## config.mk

```make
export PLATFORM = sky130hd
export DESIGN_NAME = cache_port_arbiter
export DESIGN_NICKNAME = d
export VERILOG_FILES = /design/src/rtl/cache_port_arbiter.sv
export SDC_FILE = /design/constraint.sdc
export NUM_CORES = 1
export LEC_CHECK = 0
export ABC_AREA = 1
export CELL_PAD_IN_SITES_DETAIL_PLACEMENT = 0
export CELL_PAD_IN_SITES_GLOBAL_PLACEMENT = 1
export CORE_ASPECT_RATIO = 2
export CORE_UTILIZATION = 28
export DETAILED_ROUTE_END_ITERATION = 7
export PLACE_DENSITY = 0.85
export SYNTH_ARGS = -nofsm -noshare
export SYNTH_HDL_FRONTEND = slang
export SYNTH_SLANG_ARGS = --single-unit
```

## constraint.sdc

```tcl
create_clock -name clk -period 1.7 [get_ports clk]
set_clock_uncertainty 0.05 [all_clocks]
set_input_delay 0.34 -clock clk [delete_from_list [all_inputs] [get_ports clk]]
set_output_delay 0.34 -clock clk [all_outputs]
set_load 0.005 [all_outputs]
```

## src/rtl/cache_port_arbiter.sv

```systemverilog
// cache_port_arbiter: round-robin share of one cache controller between fetch (port 0) and data (port 1); clk/reset, req/ctrl/ind/addr/wdata per port in, ack/rdata/err/grant out, cache* drive the controller
module cache_port_arbiter #(
  parameter int ramWidth = 8,
  parameter int addrSize = 8,
  parameter int TIMEOUT  = 64
) (
  input  logic                clk,
  input  logic                reset,
  input  logic                req0,
  input  logic                req1,
  input  logic [1:0]          ctrl0,
  input  logic [1:0]          ctrl1,
  input  logic                ind0,
  input  logic                ind1,
  input  logic [addrSize-1:0] addr0,
  input  logic [addrSize-1:0] addr1,
  input  logic [ramWidth-1:0] wdata0,
  input  logic [ramWidth-1:0] wdata1,
  output logic                ack0,
  output logic                ack1,
  output logic [ramWidth-1:0] rdata,
  output logic                err,
  output logic [1:0]          grant,
  output logic [1:0]          cacheCtrl,
  output logic                cacheIndirect,
  output logic [addrSize-1:0] cacheAddr,
  output logic [ramWidth-1:0] cacheDataIn,
  input  logic                cacheIdle,
  input  logic                outputReady,
  input  logic [ramWidth-1:0] cacheDataOut
);
  localparam int CW = $clog2(TIMEOUT + 1);
  typedef enum logic [1:0] {IDLE, ISSUE, WAIT, DONE} state_t;
  state_t state, nxt;
  logic last, win, go, done_ok, tmo;
  logic [1:0] sel_ctrl, cap_ctrl;
  logic cap_ind;
  logic [addrSize-1:0] cap_addr;
  logic [ramWidth-1:0] cap_wdata;
  logic [CW-1:0] cnt;
  assign go = (req0 | req1) & cacheIdle;
  // on a tie the port that did not go last wins
  assign win = (req0 & req1) ? ~last : req1;
  assign sel_ctrl = win ? ctrl1 : ctrl0;
  // read/write completes on outputReady; clear completes when the controller is back in start
  assign done_ok = cap_ctrl[1] ? outputReady : cacheIdle;
  assign tmo = cnt == CW'(TIMEOUT - 1);
  // clear is driven only during ISSUE so the controller in start never re-launches it
  assign cacheCtrl = (state == ISSUE || (state == WAIT && cap_ctrl[1])) ? cap_ctrl : 2'b01;
  assign cacheIndirect = cap_ind;
  assign cacheAddr = cap_addr;
  assign cacheDataIn = cap_wdata;
  assign ack0 = state == DONE && grant[0];
  assign ack1 = state == DONE && grant[1];
  always_comb begin
    nxt = state;
    case (state)
      IDLE:    nxt = go ? (sel_ctrl == 2'b01 ? DONE : ISSUE) : IDLE;
      ISSUE:   nxt = WAIT;
      WAIT:    nxt = (done_ok || tmo) ? DONE : WAIT;
      default: nxt = IDLE;
    endcase
  end
  always_ff @(posedge clk) begin
    if (reset) begin
      state <= IDLE;
      last <= 1'b1;
      grant <= '0;
      cap_ctrl <= '0;
      cap_ind <= 1'b0;
      cap_addr <= '0;
      cap_wdata <= '0;
      cnt <= '0;
      rdata <= '0;
      err <= 1'b0;
    end else begin
      state <= nxt;
      cnt <= state == WAIT ? cnt + 1'b1 : '0;
      if (state == IDLE && go) begin
        grant <= win ? 2'b10 : 2'b01;
        cap_ctrl <= sel_ctrl;
        cap_ind <= win ? ind1 : ind0;
        cap_addr <= win ? addr1 : addr0;
        cap_wdata <= win ? wdata1 : wdata0;
        rdata <= '0;
        err <= 1'b0;
      end
      if (state == WAIT && done_ok) begin
        rdata <= cap_ctrl[1] ? cacheDataOut : '0;
        err <= 1'b0;
      end else if (state == WAIT && tmo) begin
        rdata <= '0;
        err <= 1'b1;
      end
      if (state == DONE) begin
        last <= grant[1];
        grant <= '0;
      end
    end
  end
endmodule
```

==> impl_results.md, run 1 <==
- # rows: 41
- Die H: roughly 120 microns
- Post-synth net total: 315
- Worst R2R Path Depth: 8
- Fin nets: a little over 400
- Non-filler cells, final: 438
- First-pass GRT wire length: between 8000 and 9000 microns
- Total Routing Usage GR: between 10% and 20%
- Routed WL: 5280 microns
- Detailed placer's ending HPWL: 4040 microns
- Reg2Reg Setup Slack: ~0.16 ns
- Sum Neg Setup Slack: 0 ns
- Maximum vdd drop: a little under 600 uV
- Routed vias: roughly 2000
- Hold WC Path Type: reg -> reg
- Largest net degree at the start of global routing: 27
- Placed cells: between 400 and 500
- Clock buffer depth: 2
- Tmin final: roughly 1.7 ns
- Initial DRC count: slightly below 50
- Layout cells sized above 1: between 10% and 20%
- CTS tree: built
- N_diodes: 0
- Clk_lat worst skew: 0.28 ns
- Gpl congestion: between 0.8 and 0.9
- Max-cap viol count: 0
- Final Max Tran Viols: 0
- Final period utilization: 97.6%
- Drc violations: 0
- Hold path cells: 1
- #FFs+latches synth: 40
- Drt pass-1 iters: 4
- Via density: roughly 4.5
- Syn Std Cell Area: approximately 1800 sq um
- Post-synthesis sequential area ratio: a little over two fifths
- Startpoint Class: register
- Total CTS buffers: 5
- Detail Route Antenna Nets: 0
- Total die area: slightly below 7000 sq um
- CP Data Required Time: about 1.3 ns
- Clock transition at path regs: approximately 0.06 ns
- Crit. End Element: output pin
- Finish-stage setup viols: 0
- Power Dens Cells: between 800 and 900 nW/um^2
- Initial cell density of the core: between 20 and 30%
- Num ports: between 80 and 90
- Avg WL per Cell: around 12 microns
- PortBufs: 83
- Distinct cells, synth: 22
- Number of global-route vias before repair: around 1900
- Core Area: approximately 6300 sq um
- Critical path data arrival time: 1.27 ns
- Leakage power: 1.25 nW
- Unrepaired setup endpoints after global routing: true
- Hold Violations, Final: 0
- Total clock sinks: 40
- Setup WS post-layout: 0.0407 ns
- Setup slack after placement: -0.0751 ns
- Maximum clock rate: 603 MHz
- Antenna violations before repair: 0
- Hold Startpoint: cnt[0]$_SDFF_PP0_
- P&R area growth vs syn: 66.3%
- Gr ovfl total: 0
- Worst hold endpoint: cnt[0]$_SDFF_PP0_
- Reg2reg start: state[0]$_SDFF_PP0_
- Worst-Margin Slew: approximately 0.28 ns
- CP Max Fanout: 3
- Mapped Cells: 258
- Normalized max-slew margin: between 80 and 90%
- Clock Tree Root: clkbuf_16
- Yosys warnings: 0
- Critical path class: reg -> out
- Mean Syn Cell Area: 7.11 sq um
- Hold-fix buffers, CTS: 0
- R2R Path End: cacheAddr[6]$_SDFFE_PP0P_
- Outcome: complete, no violations
- Die W: slightly below 60 microns
- H-tree Lvls: 2
-- critical path, cell delays in order (launching register included) --
cell,delay [ns]
dfxtp_4,0.36
inv_4,0.06
ha_4,0.13
a21oi_4,0.05
or2_2,0.27
clkbuf_2,0.11
-- what timing repair did --
item,CTS,global route
gates resized for setup,12,17
endpoints found under the hold margin,0,0
pin swaps,2,3
setup buffers,0,0
setup endpoints to repair,4,4
-- Yosys cell counts --
cell	count	area (sq um)
a21oi_1	35	175
buf_2	3	15.0
buf_4	8	60.1
clkbuf_1	2	7.51
dfxtp_1	40	801
ha_1	5	62.6
inv_1	12	45.0
inv_2	1	3.75
nand2_1	96	360
nand3_1	32	160
nand3_2	1	10.0
nand3b_1	1	7.51
nor2_1	10	37.5
nor2_2	1	6.26
nor2_4	2	22.5
nor3_1	2	10.0
nor3_2	1	10.0
nor3b_1	2	15.0
o21ai_0	1	5.00
o21bai_1	1	7.51
o31ai_1	1	7.51
or2_2	1	6.26
-- cell usage in the layout, fill, tap and decap left out, types with 2 or more instances in the layout --
master / n
nor3b_1: 2
dfxtp_4: 2
a21oi_1: 34
nor2_1: 10
inv_1: 10
nor2_4: 2
nand2_1: 95
dfxtp_1: 38
nand3_1: 32
clkdlybuf4s15_1: 2
ha_1: 2
ha_4: 3
buf_4: 14
inv_4: 2
buf_6: 2
nor3_1: 2
clkdlybuf4s50_1: 79
clkbuf_16: 5
-- cell type report --
type	instances	area, sq um
clock buffer	5	125
clock inverter	3	46.3
fill	644	3260
inverter	13	53.8
multi-input combinational	192	960
sequential	40	808
tap	86	108
timing repair buffer	99	952
-- report_power, final --
part | switching [W] | internal (W)
Sequential | 0.0000443 | 0.000997
Clock | 0.000384 | 0.000697
Combinational | 0.000255 | 0.000317
-- worst max path at each step --
stage                        start      endpoint  slack, ns  cells after the start
5_1_grt        state[0]$_SDFF_PP0_  cacheCtrl[0]     -0.006                      5
3_3_place_gp   state[0]$_SDFF_PP0_  cacheCtrl[0]      -0.07                      5
2_1_floorplan  state[0]$_SDFF_PP0_  cacheCtrl[0]       0.35                      4
3_5_place_dp   state[0]$_SDFF_PP0_  cacheCtrl[0]      -0.08                      5
4_1_cts        state[0]$_SDFF_PP0_  cacheCtrl[0]      -0.11                      5
6_report       state[0]$_SDFF_PP0_  cacheCtrl[0]       0.04                      5
-- metal layers --
layer / global-route usage [%] / wire [microns] / up-vias
li1: - / - / 1015
met1: 14.5 / 1870 / 893
met2: 31.3 / 3070 / 55
met3: 4.10 / 247 / 8
met4: 6.19 / 88 / 0
met5: 0 / 0 / -
-- sequential cells by signal, summed over array words and instances, names as in the netlist --
| register | count |
|---|---|
| grant | 2 |
| cnt | 7 |
| state | 2 |
| cacheDataIn | 8 |
| cacheAddr | 8 |
| rdata | 8 |
| cacheIndirect | 1 |
| err | 1 |
| cap_ctrl | 2 |
| last | 1 |
-- per-stage QoR --
stage	utilization (%)	power, W	hold WS, ns	area, sq um
final	48.4	0.00269	0.406	3050
after floorplan	-	0.00130	0.368	1840
after CTS	47.6	0.00270	0.414	3000
after global placement	44.6	0.00160	0.377	2810
after detailed placement	44.6	0.00160	0.399	2810
after global routing	48.4	0.00283	0.431	3050
-- cell families (layout without fill, tap and decap cells) --
group	count (synthesis)	in the layout	share of synthesized area, %
compound gates	38	38	10.6
fa+ha+maj	5	5	3.41
buf+inv	26	120	7.16
flops	40	40	43.6
simple gates	149	149	35.2
Power figures use the tool's default switching activity.
==> run 2, diff against run 1 <==
Settings changed: ABC_AREA 1 to 0, PLACE_DENSITY 0.85 to 0.84.
==> impl_results.md, run 2 <==
- # fillers: 519 (-19%)
- Asr flop ratio synth: 0% (unchanged)
- PortBufs: 83 (unchanged)
- Die W: 56.2 microns (-5.1%)
- Drt pass-1 iters: 4 (unchanged)
- Drc violations: 0 (unchanged)
- Final hold slack: 0.399 ns (-0.00658 ns)
- Tmin final: 1.67 ns (+0.00663 ns)
- Total CTS buffers: 5 (unchanged)
- Most frequent cells in the layout: 79 x clkdlybuf4s50_1, 38 x dfxtp_1, 23 x nand2_1
- Critical path data arrival time: 1.28 ns (about the same)
- Die H: 110 microns (-5.2%)
- Number of global-route vias before repair: 1731 (-7.9%)
- Fin nets: 341 (-16%)
- Gr ovfl total: 0 (unchanged)
- Max-cap viol count: 0 (unchanged)
- Yosys warnings: 0 (unchanged)
- Synth top cells by count: 40 x dfxtp_1, 24 x nand2_1, 21 x a21oi_1, 18 x a22oi_1, 15 x nor2_1
- Mapped Cells: 178 (-31%)
- Layout cells sized above 1: 24.6% (+13 points)
- Synth top area cells: dfxtp_1 49%, a22oi_1 8.2%, a21oi_1 6.4%
- Avg WL per Cell: 13.9 microns (+15%)
- Synth top area share: 48.6% (+5.0 points)
- Initial cell density of the core: 28.8% (-0.25 points)
- Unrepaired setup endpoints after global routing: true
- Hold-fix buffers, CTS: 0 (unchanged)
- Largest net degree at the start of global routing: 21 (-22%)
- Hold Violations, Final: 0 (unchanged)
- Startpoint Class: register
- Crit. End Element: output pin
- Clk_lat worst skew: 0.28 ns (about the same)
- Leading cell type in the layout, fill and taps excluded: clkdlybuf4s50_1
- EDFF count, synth: 0 (unchanged)
- Final period utilization: 98.0% (+0.39 points)
- Most common cell in the netlist: dfxtp_1
- Post-synth top area cell: dfxtp_1
- Post-synth top flop: dfxtp_1
- # rows: 39 (-4.9%)
- Num ports: 84 (unchanged)
- Clock transition at path regs: 0.06 ns (about the same)
- Via density: 4.79 (+6.6%)
- Clock buffer depth: 2 (unchanged)
- Outcome: complete, no violations
- Finish-stage setup viols: 0 (unchanged)
- Hold WC Path Type: reg -> reg
- H-tree Lvls: 2 (unchanged)
- Setup WS post-layout: 0.0341 ns (-0.00663 ns)
- Final Max Tran Viols: 0 (unchanged)
- Clock Tree Root: clkbuf_16
- Fin area: 3010 sq um (-1.5%)
- Power Dens Cells: 901 nW/um^2 (+2.1%)
- Setup slack after placement: -0.228 ns (-0.153 ns)
- Reg2Reg Setup Slack: 0.04 ns (-0.12 ns)
- Detailed placer's ending HPWL: 3640 microns (-9.9%)
- CP Data Required Time: 1.31 ns (about the same)
- N_diodes: 0 (unchanged)
- Placement Cell Area: 2690 sq um (-4.3%)
- Post-synth net total: 235 (-25%)
- Layout Utilization: 52.7% (+4.3 points)
- Worst-Margin Slew: 0.364 ns (+0.0890 ns)
- Maximum vdd drop: 746 uV (+27%)
- Routed vias: 1659 (-16%)
- Total die area: 6210 sq um (-10%)
- P&R area growth vs syn: 82.6%
- Post-synthesis sequential area ratio: 48.6% (+5.0 points)
- Hold path cells: 1 (unchanged)
- First-pass GRT wire length: 7790 microns (-4.5%)
- Antenna violations before repair: 0 (unchanged)
- Critical path class: reg -> out
- Distinct cells, synth: 35 (+59%)
- Core Area: 5710 sq um (-9.5%)
- CP Max Fanout: 3 (unchanged)
- Normalized max-slew margin: 75.7% (-6.0 points)
- CTS tree: built
- #FFs+latches synth: 40 (unchanged)
- Maximum clock rate: 600 MHz (-0.40%)
- Initial DRC count: 35 (-29%)
- Syn Std Cell Area: 1650 sq um (-10%)
- Total clock sinks: 40 (unchanged)
- Leakage power: 1.11 nW (-11%)
- Routed WL: 4800 microns (-9.1%)
- Worst R2R Path Depth: 9 (+1)
- Total Routing Usage GR: 15.9% (about the same)
- Mean Syn Cell Area: 9.25 sq um (+30%)
- Gpl congestion: 0.784 (-4.8%)
- Detail Route Antenna Nets: 0 (unchanged)
==> run 2: what timing repair did <==
action                                  in CTS  in global routing
pin swaps                                    1                 21
hold endpoints to repair                     0                  0
resized for setup                           22                 30
endpoints found under the setup margin      30                 30
buffers inserted                             1                  1
==> run 2: cell type report <==
class                   instances  area (sq um)  share of cell area [%]
repair buffers                106          1030                    34.4
multi-input cells             125           916                    30.5
flip-flops and latches         40           808                    26.9
clock buffers                   8           146                    4.87
well taps                      61          76.3                    2.54
inverters                       6          25.0                   0.832
==> run 2: cell families (layout without fill, tap and decap cells) <==
kind of cell | after synthesis | after routing | share of synthesized area, %
compound gates | 59 | 59 | 24.5
simple gates | 57 | 57 | 17.1
flops | 40 | 40 | 48.6
buf+inv | 13 | 120 | 3.42
fa+ha+maj | 5 | 5 | 3.80
xor+xnor | 3 | 3 | 1.60
mux | 1 | 1 | 0.912
==> run 2: worst max-delay path, stage by stage (launching register included) <==
cell,delay (ns)
dfxtp_4,0.36
inv_4,0.07
ha_4,0.15
a21oi_2,0.06
or2_4,0.23
buf_6,0.11
==> run 2: power breakdown <==
part           total [W]  internal [W]  switching (W)
clock           0.000940      0.000585       0.000354
combinational   0.000706      0.000427       0.000279
sequential       0.00106       0.00101      0.0000535
total            0.00271       0.00202       0.000687
==> run 2: through the flow <==
step	TNS, ns	cells	total power, W
after detailed placement	-5.61	336	0.00167
after global routing	-0.282	346	0.00284
after floorplan	0	178	0.00130
after global placement	-4.76	336	0.00166
final	0	346	0.00271
after CTS	-0.0448	345	0.00265
==> run 2: routing by layer <==
layer / global-route usage (%) / vias up / routed length (microns)
met5: 0 / - / 0
met4: 6.67 / 0 / 121
met3: 3.04 / 11 / 213
met2: 30.9 / 57 / 2780
met1: 15.5 / 752 / 1680
li1: - / 839 / -
==> run 2: worst paths after layout <==
kind | start | to
max | state[0]$_SDFF_PP0_ | cacheCtrl[0]
min | cnt[0]$_SDFF_PP0_ | cnt[0]$_SDFF_PP0_
min reg2reg | cnt[0]$_SDFF_PP0_ | cnt[0]$_SDFF_PP0_
max reg2reg | state[0]$_SDFF_PP0_ | cacheAddr[3]$_SDFFE_PP0P_
